File: config.mk
export PLATFORM = sky130hd
export DESIGN_NAME = hazard_sched
export DESIGN_NICKNAME = d
export VERILOG_FILES = /design/src/rtl/hazard_sched.sv
export SDC_FILE = /design/constraint.sdc
export NUM_CORES = 1
export LEC_CHECK = 0
export CAP_MARGIN = 20
export CORE_MARGIN = 3
export CORE_UTILIZATION = 41
export CTS_BUF_LIST = sky130_fd_sc_hd__clkbuf_8
export DETAILED_ROUTE_END_ITERATION = 10
export GPL_TIMING_DRIVEN = 0
export PLACE_DENSITY = 0.86
export SLEW_MARGIN = 20
export SYNTH_ARGS = -nofsm -noshare
export SYNTH_HDL_FRONTEND = slang
export SYNTH_SLANG_ARGS = --single-unit
File: constraint.sdc
create_clock -name clk -period 2 [get_ports clk]
set_input_delay 0.4 -clock clk [delete_from_list [all_inputs] [get_ports clk]]
set_output_delay 0.4 -clock clk [all_outputs]
set_load 0.01 [all_outputs]
File: src/rtl/hazard_sched.sv
// hazard_sched: central hazard controller and scheduler for the 5-stage MIPS pipeline.
// Detects load-use hazards, taken branches and outstanding multi-cycle data-memory
// accesses, and drives the PC / pipeline-register load and flush controls.
// Also drives the EX-stage forwarding selects.
// A watchdog moves the block to a sticky FAULT state when memory never answers.
// Optional feature macro: STALL_PERF_EN builds the saturating stall-cycle counter;
// without it stall_cnt is tied to zero.

module hazard_sched #(
    parameter int MEM_WAIT_MAX = 15,
    parameter int CNT_W        = 16
) (
    input  logic             clk,
    input  logic             rst,
    input  logic [4:0]       id_rs,
    input  logic [4:0]       id_rt,
    input  logic             branch_taken,
    input  logic             ex_mem_read,
    input  logic [4:0]       ex_rs,
    input  logic [4:0]       ex_rt,
    input  logic             mem_reg_write,
    input  logic [4:0]       mem_rd,
    input  logic             wb_reg_write,
    input  logic [4:0]       wb_rd,
    input  logic             dmem_req,
    input  logic             dmem_ready,
    output logic             pc_load,
    output logic             if_id_load,
    output logic             if_id_flush,
    output logic             id_ex_flush,
    output logic             pipe_freeze,
    output logic [1:0]       fwd_a,
    output logic [1:0]       fwd_b,
    output logic             timeout,
    output logic [CNT_W-1:0] stall_cnt
);

    typedef enum logic [1:0] {
        RUN     = 2'd0,
        MEMWAIT = 2'd1,
        FAULT   = 2'd2
    } stateT;

    localparam logic [7:0] WAIT_MAX = 8'(MEM_WAIT_MAX);

    stateT      state;
    stateT      nextState;
    logic [7:0] waitCnt;
    logic [7:0] nextWaitCnt;

    logic       loadUse;
    logic       memStall;

    logic       pcLoadC;
    logic       ifIdLoadC;
    logic       ifIdFlushC;
    logic       idExFlushC;
    logic       freezeC;
    logic       timeoutC;
    logic [1:0] fwdAC;
    logic [1:0] fwdBC;

    // A load in EX whose destination feeds the instruction in ID needs one bubble.
    assign loadUse  = ex_mem_read && (ex_rt != 5'd0) &&
                      ((ex_rt == id_rs) || (ex_rt == id_rt));
    // Memory request in flight that has not completed this cycle.
    assign memStall = dmem_req && !dmem_ready;

    // State register and memory-wait watchdog counter.
    always_ff @(posedge clk or negedge rst) begin
        if (!rst) begin
            state   <= RUN;
            waitCnt <= 8'd0;
        end else begin
            state   <= nextState;
            waitCnt <= nextWaitCnt;
        end
    end

    // Next-state logic and Mealy pipeline controls, prioritised memory stall > load-use > branch.
    always_comb begin
        nextState   = state;
        nextWaitCnt = waitCnt;
        pcLoadC     = 1'b1;
        ifIdLoadC   = 1'b1;
        ifIdFlushC  = 1'b0;
        idExFlushC  = 1'b0;
        freezeC     = 1'b0;
        timeoutC    = 1'b0;
        case (state)
            RUN: begin
                if (memStall) begin
                    pcLoadC     = 1'b0;
                    ifIdLoadC   = 1'b0;
                    freezeC     = 1'b1;
                    nextWaitCnt = 8'd1;
                    nextState   = (WAIT_MAX <= 8'd1) ? FAULT : MEMWAIT;
                end else if (loadUse) begin
                    pcLoadC    = 1'b0;
                    ifIdLoadC  = 1'b0;
                    idExFlushC = 1'b1;
                end else if (branch_taken) begin
                    ifIdFlushC = 1'b1;
                end
            end
            MEMWAIT: begin
                if (dmem_ready) begin
                    nextState   = RUN;
                    nextWaitCnt = 8'd0;
                end else begin
                    pcLoadC     = 1'b0;
                    ifIdLoadC   = 1'b0;
                    freezeC     = 1'b1;
                    nextWaitCnt = waitCnt + 8'd1;
                    if ((waitCnt + 8'd1) >= WAIT_MAX) begin
                        nextState = FAULT;
                    end
                end
            end
            FAULT: begin
                pcLoadC   = 1'b0;
                ifIdLoadC = 1'b0;
                freezeC   = 1'b1;
                timeoutC  = 1'b1;
            end
            default: begin
                nextState   = RUN;
                nextWaitCnt = 8'd0;
            end
        endcase
    end

    // EX-stage forwarding selects; the younger EX/MEM result wins over MEM/WB, $0 never forwards.
    always_comb begin
        fwdAC = 2'b00;
        fwdBC = 2'b00;
        if (mem_reg_write && (mem_rd != 5'd0) && (mem_rd == ex_rs)) begin
            fwdAC = 2'b10;
        end else if (wb_reg_write && (wb_rd != 5'd0) && (wb_rd == ex_rs)) begin
            fwdAC = 2'b01;
        end
        if (mem_reg_write && (mem_rd != 5'd0) && (mem_rd == ex_rt)) begin
            fwdBC = 2'b10;
        end else if (wb_reg_write && (wb_rd != 5'd0) && (wb_rd == ex_rt)) begin
            fwdBC = 2'b01;
        end
    end

    // While reset is held the pipeline is frozen and nothing loads or forwards.
    assign pc_load     = rst & pcLoadC;
    assign if_id_load  = rst & ifIdLoadC;
    assign if_id_flush = rst & ifIdFlushC;
    assign id_ex_flush = rst & idExFlushC;
    assign pipe_freeze = ~rst | freezeC;
    assign fwd_a       = rst ? fwdAC : 2'b00;
    assign fwd_b       = rst ? fwdBC : 2'b00;
    assign timeout     = rst & timeoutC;

`ifdef STALL_PERF_EN
    logic [CNT_W-1:0] stallCnt;

    // Saturating count of cycles in which the PC did not advance.
    always_ff @(posedge clk or negedge rst) begin
        if (!rst) begin
            stallCnt <= '0;
        end else if (!pcLoadC && (stallCnt != '1)) begin
            stallCnt <= stallCnt + {{(CNT_W-1){1'b0}}, 1'b1};
        end
    end

    assign stall_cnt = stallCnt;
`else
    assign stall_cnt = '0;
`endif

endmodule

==> run_results.csv, run 1 <==
group,metric,value,unit
sta,rsz0062_at_grt,"yes",
sta,hold_violations,0,
detailed_routing,wl,3960,um
clocking,clk_latency,0.24,ns
clocking,cts_buffers,3,
clocking,cts_sinks,10,
detailed_routing,route.detailed.drc,0,
sta,hold_ws,0.532,ns
clocking,clk_path_buf_depth,2,
sta,layout_min_cycle_time,2.06,ns
die,dieArea,3650,sq um
detailed_routing,wire_per_inst,15.4,um
final_layout,antennaDiodeCount,0,
yosys,async_flop_share,100,%
yosys,synth_edf_count,0,
die,pin_count,64,
yosys,avgSynthCellArea,7.89,sq um
worst_setup_path,crit_chain,"clkbuf_16 > or4_4 > o21ai_4 > nor2_2 > a21oi_2 > buf_4 > buf_6",
detailed_routing,routed-via-count,1319,
power,power.density,414,nW/um^2
clocking,htree_levels,1,
worst_setup_path,crit_path_top_delay_cell,"or4_4",
sta,worstMarginPinSlew,0.500,ns
die,num_rows,19,
global_route,grt_use_total,22.6,%
detailed_routing,drtPass1Iterations,4,
sta,fin_worst_skew,0.00640,ns
worst_setup_path,cp.required,1.60,ns
yosys,syn-cell-area,1210,sq um
sta,period_share,103,%
global_route,grt.busiest_layer,"met2",
min_path,min_path_type,"flop to flop",
die,initial_core_util,43.7,%
die,die_x,60.4,um
placed_design,dp_hpwl,2740,um
final_layout,stdcell_count,256,
sta,setup-tns-final,-0.230,ns
final_layout,nFillCells,209,
worst_setup_path,crit_type,"input pin to primary output",
global_route,overflow,0,
worst_setup_path,path_buf_inv,3,
global_route,grt_max_degree,11,
yosys,ys_types,37,
sta,setup_viol,7,
sta,slew_violations,0,
clocking,path_clk_slew,0.05,ns
global_route,antenna_found_initial,0,
final_layout,post-route-util,71.5,%
placed_design,gp_congestion,0.771,
sta,fmax,0.486,GHz
placed_design,portBuffers,42,
job,drv_cap,0,
global_route,first_global_vias,1319,
power,ir_worst_vdd,0.000442,V
sta,fin_ws,-0.0581,ns
final_layout,drive_above_1_share,32.4,%
status,violations,"setup timing",
worst_setup_path,critPathLaunchType,"input pin",
yosys,ys_seq_elements,10,
global_route,grt_pass1_wl,6130,um
detailed_routing,drtIter0Drc,49,
worst_setup_path,crit_family,"simple AND/OR/NAND/NOR gates",
die,fp.dieH,60.4,um
global_route,use_met2,43.4,%
yosys,synthFlopType,"dfrtp_1",
sta,max_slew_margin,66.5,%
die,core,2780,sq um
power,p_leak,0.970,nW
status,status,"complete, but fails checks",
final_layout,nets,266,
global_route,gr-usage-met1,25.1,%
worst_setup_path,endpoint_kind,"primary output",
detailed_routing,detail-route-antenna-nets,0,
clocking,cts_tree,"yes",
final_layout,syn_to_final_growth,63.7,%
yosys,yosys_warnings,0,
detailed_routing,avgViaCountPerCell,5.15,
yosys,synth.yosys.seq_area_share,20.6,%
yosys,synthCells,154,
worst_setup_path,crit_path_max_fanout,4,
worst_setup_path,crit_path_max_incr_delay,0.52,ns
clocking,root_buffer,"clkbuf_8",
global_route,use_met3,2.55,%
placed_design,dp.cells,242,
worst_setup_path,worstPathArrival,1.66,ns
[registers in the layout (all words and copies together) (netlist names)]
| signal | flops |
|---|---|
| waitCnt | 8 |
| state | 2 |
[metrics by stage]
step | total power, mW | setup slack, ns | area, sq um
2_1_floorplan | 0.400 | -0.0228 | 1290
3_3_place_gp | 0.515 | -1.27 | 1750
3_5_place_dp | 0.526 | -1.28 | 1750
4_1_cts | 0.801 | -0.0594 | 1900
5_1_grt | 0.864 | -0.115 | 1990
6_report | 0.823 | -0.0581 | 1990
[metal layers]
| metal | vias to the layer above | part of all wire (%) |
|---|---|---|
| li1 | 642 | - |
| met3 | 15 | 4.6 |
| met2 | 48 | 54 |
| met1 | 614 | 38 |
| met4 | 0 | 3.9 |
| met5 | - | 0 |
[placed cells by master (no fill, tap or decap), drive strengths merged, types with 5 or more instances in the layout]
master / n
xnor2: 18
clkbuf: 11
dlygate4sd2: 7
conb: 16
dfrtp: 10
nor2: 6
xor2: 14
nand2: 5
o21ai: 14
clkdlybuf4s50: 5
buf: 48
nand3: 12
dlymetal6s2s: 8
[kinds of logic after synthesis]
group | Yosys count | share of synthesized area [%]
and+or+nand+nor | 51 | 24.6
DFF | 10 | 20.6
other | 1 | 0.309
adders and majority gates | 2 | 2.06
xor gates and xnor gates | 32 | 23.1
muxes | 2 | 1.65
buffers and inverters | 30 | 14.8
AOI/OAI and AO/OA | 26 | 12.9
[worst reg2reg max path, delay by kind of cell (launching register included)]
family,cells,cell delay [ns]
compound gates,2,0.43
fa+ha+maj,1,0.26
simple gates,2,0.37
buf+inv,1,0.15
flops,1,0.42
[final cells by class]
class                   instances  area, sq um  area share [%]
plain buffers                  28          219            11.0
clock buffers                   4         55.1            2.77
inverters                       2         7.51           0.377
multi-input cells             129          940            47.2
flip-flops and latches         10          250            12.6
well taps                      31         38.8            1.95
repair buffers                 52          479            24.1
[worst paths after layout]
kind / endpoint / depth (start not counted) / from / slack, ns
max in group asynchronous: waitCnt[2] / 2 / rst / 0.97
max: pc_load / 7 / ex_rt[2] / -0.06
min: waitCnt[6] / 1 / waitCnt[6] / 0.53
min in group asynchronous: waitCnt[3] / 2 / rst / 0.69
max reg2reg: state[0] / 6 / waitCnt[1] / 0.27
min reg2reg: waitCnt[6] / 1 / waitCnt[6] / 0.53
[power by group]
part           internal [mW]  leakage (nW)  total (mW)  switching, mW
clock                  0.173        0.0288       0.256         0.0827
combinational          0.174         0.806       0.338          0.164
sequential             0.215         0.135       0.229         0.0138
[Yosys cell counts, types with 5 or more instances]
master    instances  area, sq um
buf_4            17          128
clkbuf_1          8         30.0
dfrtp_1          10          250
nand2_1           5         18.8
nand3_1          12         60.1
nor2_1            6         22.5
o21ai_0          12         60.1
xnor2_1          18          158
xor2_1           14          123
[timing repair]
item,in CTS,in global routing
pin swaps,19,19
endpoints found under the setup margin,10,10
setup buffers,5,4
endpoints found under the hold margin,10,0
hold buffers,1,0
resized for setup,125,21
No activity file was read; power rests on OpenSTA's default activity.
==> run 2, diff against run 1 <==
--- a/config.mk
+++ b/config.mk
@@ -6,6 +6,7 @@
 export NUM_CORES = 1
 export LEC_CHECK = 0
 export CAP_MARGIN = 20
+export CORE_ASPECT_RATIO = 1.1
 export CORE_MARGIN = 3
 export CORE_UTILIZATION = 41
 export CTS_BUF_LIST = sky130_fd_sc_hd__clkbuf_8
==> run 2 against run 1 <==
Compared with the run above: the flow still finishes with violations (setup timing); setup slack worse by 0.047 ns; sequential share of layout area is 0.12 points higher; clock power hardly changed; worst hold slack worse by 0.0036 ns; cell area is 0.94% lower; count of clock-buffer cells in the layout stayed put.
==> run_results.csv, run 2 (synthesis gave the netlist of run 1 again) <==
group,metric,value,unit
sta,rsz0062_at_grt,"yes",
final_layout,layout_common_cells,"buf_4 (25), xnor2_1 (18), conb_1 (16), buf_2 (14), xor2_1 (13)",
worst_setup_path,r2r_slack,0.32,ns
worst_setup_path,worstPathArrival,1.71,ns
worst_setup_path,worstReg2RegEnd,"state[1]",
die,die_x,57.9,um
sta,setup-tns-final,-0.233,ns
clocking,root_buffer,"clkbuf_8",
min_path,min_path_type,"flop to flop",
global_route,first_global_vias,1282,
die,num_rows,20,
status,violations,"setup timing",
clocking,htree_levels,1,
final_layout,largest_register,"waitCnt",
final_layout,post-route-util,70.3,%
worst_setup_path,worstSetupStartpoint,"wb_rd[0]",
worst_setup_path,rr_startpoint,"waitCnt[1]",
sta,fmax,0.475,GHz
worst_setup_path,reg2regPathDepth,6,
worst_setup_path,cp.required,1.60,ns
worst_setup_path,critPathLaunchType,"input pin",
clocking,cts_buffers,3,
die,initial_core_util,43.3,%
sta,layout_min_cycle_time,2.11,ns
detailed_routing,wl,3930,um
die,fp.dieH,63.1,um
global_route,grt_max_degree,11,
clocking,cts_tree,"yes",
final_layout,drive_above_1_share,34.7,%
detailed_routing,detail-route-antenna-nets,0,
detailed_routing,drtIter0Drc,65,
power,power.density,416,nW/um^2
final_layout,nets,266,
final_layout,syn_to_final_growth,62.2,%
sta,worstMarginPinSlew,0.497,ns
sta,setup_viol,6,
placed_design,dp_hpwl,2670,um
clocking,path_clk_slew,0.05,ns
worst_setup_path,crit_end,"fwd_b[0]",
detailed_routing,drtPass1Iterations,4,
final_layout,largest_register_ffs,8,
placed_design,gp_congestion,0.841,
global_route,antenna_found_initial,0,
placed_design,portBuffers,42,
die,dieArea,3650,sq um
job,drv_cap,0,
power,finalPower,821,uW
sta,fin_worst_skew,0.00200,ns
global_route,overflow,0,
worst_setup_path,endpoint_kind,"primary output",
clocking,cts_sinks,10,
power,p_leak,0.962,nW
sta,period_share,105,%
global_route,grt_pass1_wl,6080,um
final_layout,antennaDiodeCount,0,
clocking,clk_latency,0.23,ns
sta,hold_ws,0.528,ns
clocking,clk_path_buf_depth,2,
die,pin_count,64,
die,core,2800,sq um
final_layout,final_common_cell,"buf_4",
sta,slew_violations,0,
sta,hold_violations,0,
global_route,grt_use_total,20.8,%
status,status,"complete, but fails checks",
detailed_routing,routed-via-count,1360,
power,ir_worst_vdd,0.000570,V
sta,max_slew_margin,66.7,%
detailed_routing,wire_per_inst,15.2,um
worst_setup_path,crit_type,"input pin to primary output",
placed_design,place_ws,-1.29,ns
sta,fin_ws,-0.105,ns
final_layout,top_regs,"waitCnt x8, state x2",
worst_setup_path,crit_path_max_fanout,3,
detailed_routing,avgViaCountPerCell,5.27,
detailed_routing,route.detailed.drc,0,
-- run 2: cell types whose count changed in the layout (fill, tap and decap cells not counted), sizes merged --
cell,delta
buf,-1
clkdlybuf4s15,-2
clkbuf,+2
clkdlybuf4s50,-1
dlygate4sd2,+2
-- run 2: area by class of cell --
type / instances / area, sq um
clock buffers: 4 / 55.1
flip-flops and latches: 10 / 250
multi-input cells: 129 / 938
plain buffers: 27 / 215
repair buffers: 53 / 463
well taps: 33 / 41.3
fillers: 219 / 832
inverters: 2 / 7.51
-- run 2: timing repair --
item | CTS | global route
gates cloned | 0 | 0
pin swaps | 22 | 14
hold endpoints to repair | 10 | 0
setup endpoints to repair | 10 | 9
gates resized for setup | 116 | 21
hold buffers | 1 | 0
setup buffers | 7 | 3
-- run 2: where the power goes --
part | switching (mW) | leakage [nW] | internal (mW) | total, mW
clock | 0.0834 | 0.0288 | 0.173 | 0.257
combinational | 0.165 | 0.798 | 0.170 | 0.335
sequential | 0.0138 | 0.135 | 0.215 | 0.229
-- run 2: worst min path at each step --
stage,to,start,depth (start not counted)
after CTS,waitCnt[6],waitCnt[6],1
after detailed placement,waitCnt[6],waitCnt[6],1
after global placement,waitCnt[6],waitCnt[6],1
after floorplan,state[0],rst,0
after global routing,waitCnt[6],waitCnt[6],1
final,waitCnt[6],waitCnt[6],1
-- run 2: critical path, cell delays in order --
cell,delay [ns]
clkdlybuf4s15_2,0.22
o211ai_1,0.14
or4_1,0.50
nor4_2,0.28
buf_2,0.17
-- run 2: through the flow --
stage | instance area (sq um) | std cells
2_1_floorplan | 1290 | 169
3_3_place_gp | 1750 | 244
3_5_place_dp | 1750 | 244
4_1_cts | 1910 | 256
5_1_grt | 1970 | 258
6_report | 1970 | 258
-- run 2: layer usage --
layer | wire [um] | vias to the layer above | GRT usage (%) | share of wire, %
met4 | 99 | 0 | 4.35 | 2.5
met2 | 2030 | 75 | 35.6 | 52
met3 | 251 | 13 | 2.87 | 6.4
li1 | - | 640 | - | -
met5 | 0 | - | 0 | 0
met1 | 1540 | 632 | 27.3 | 39
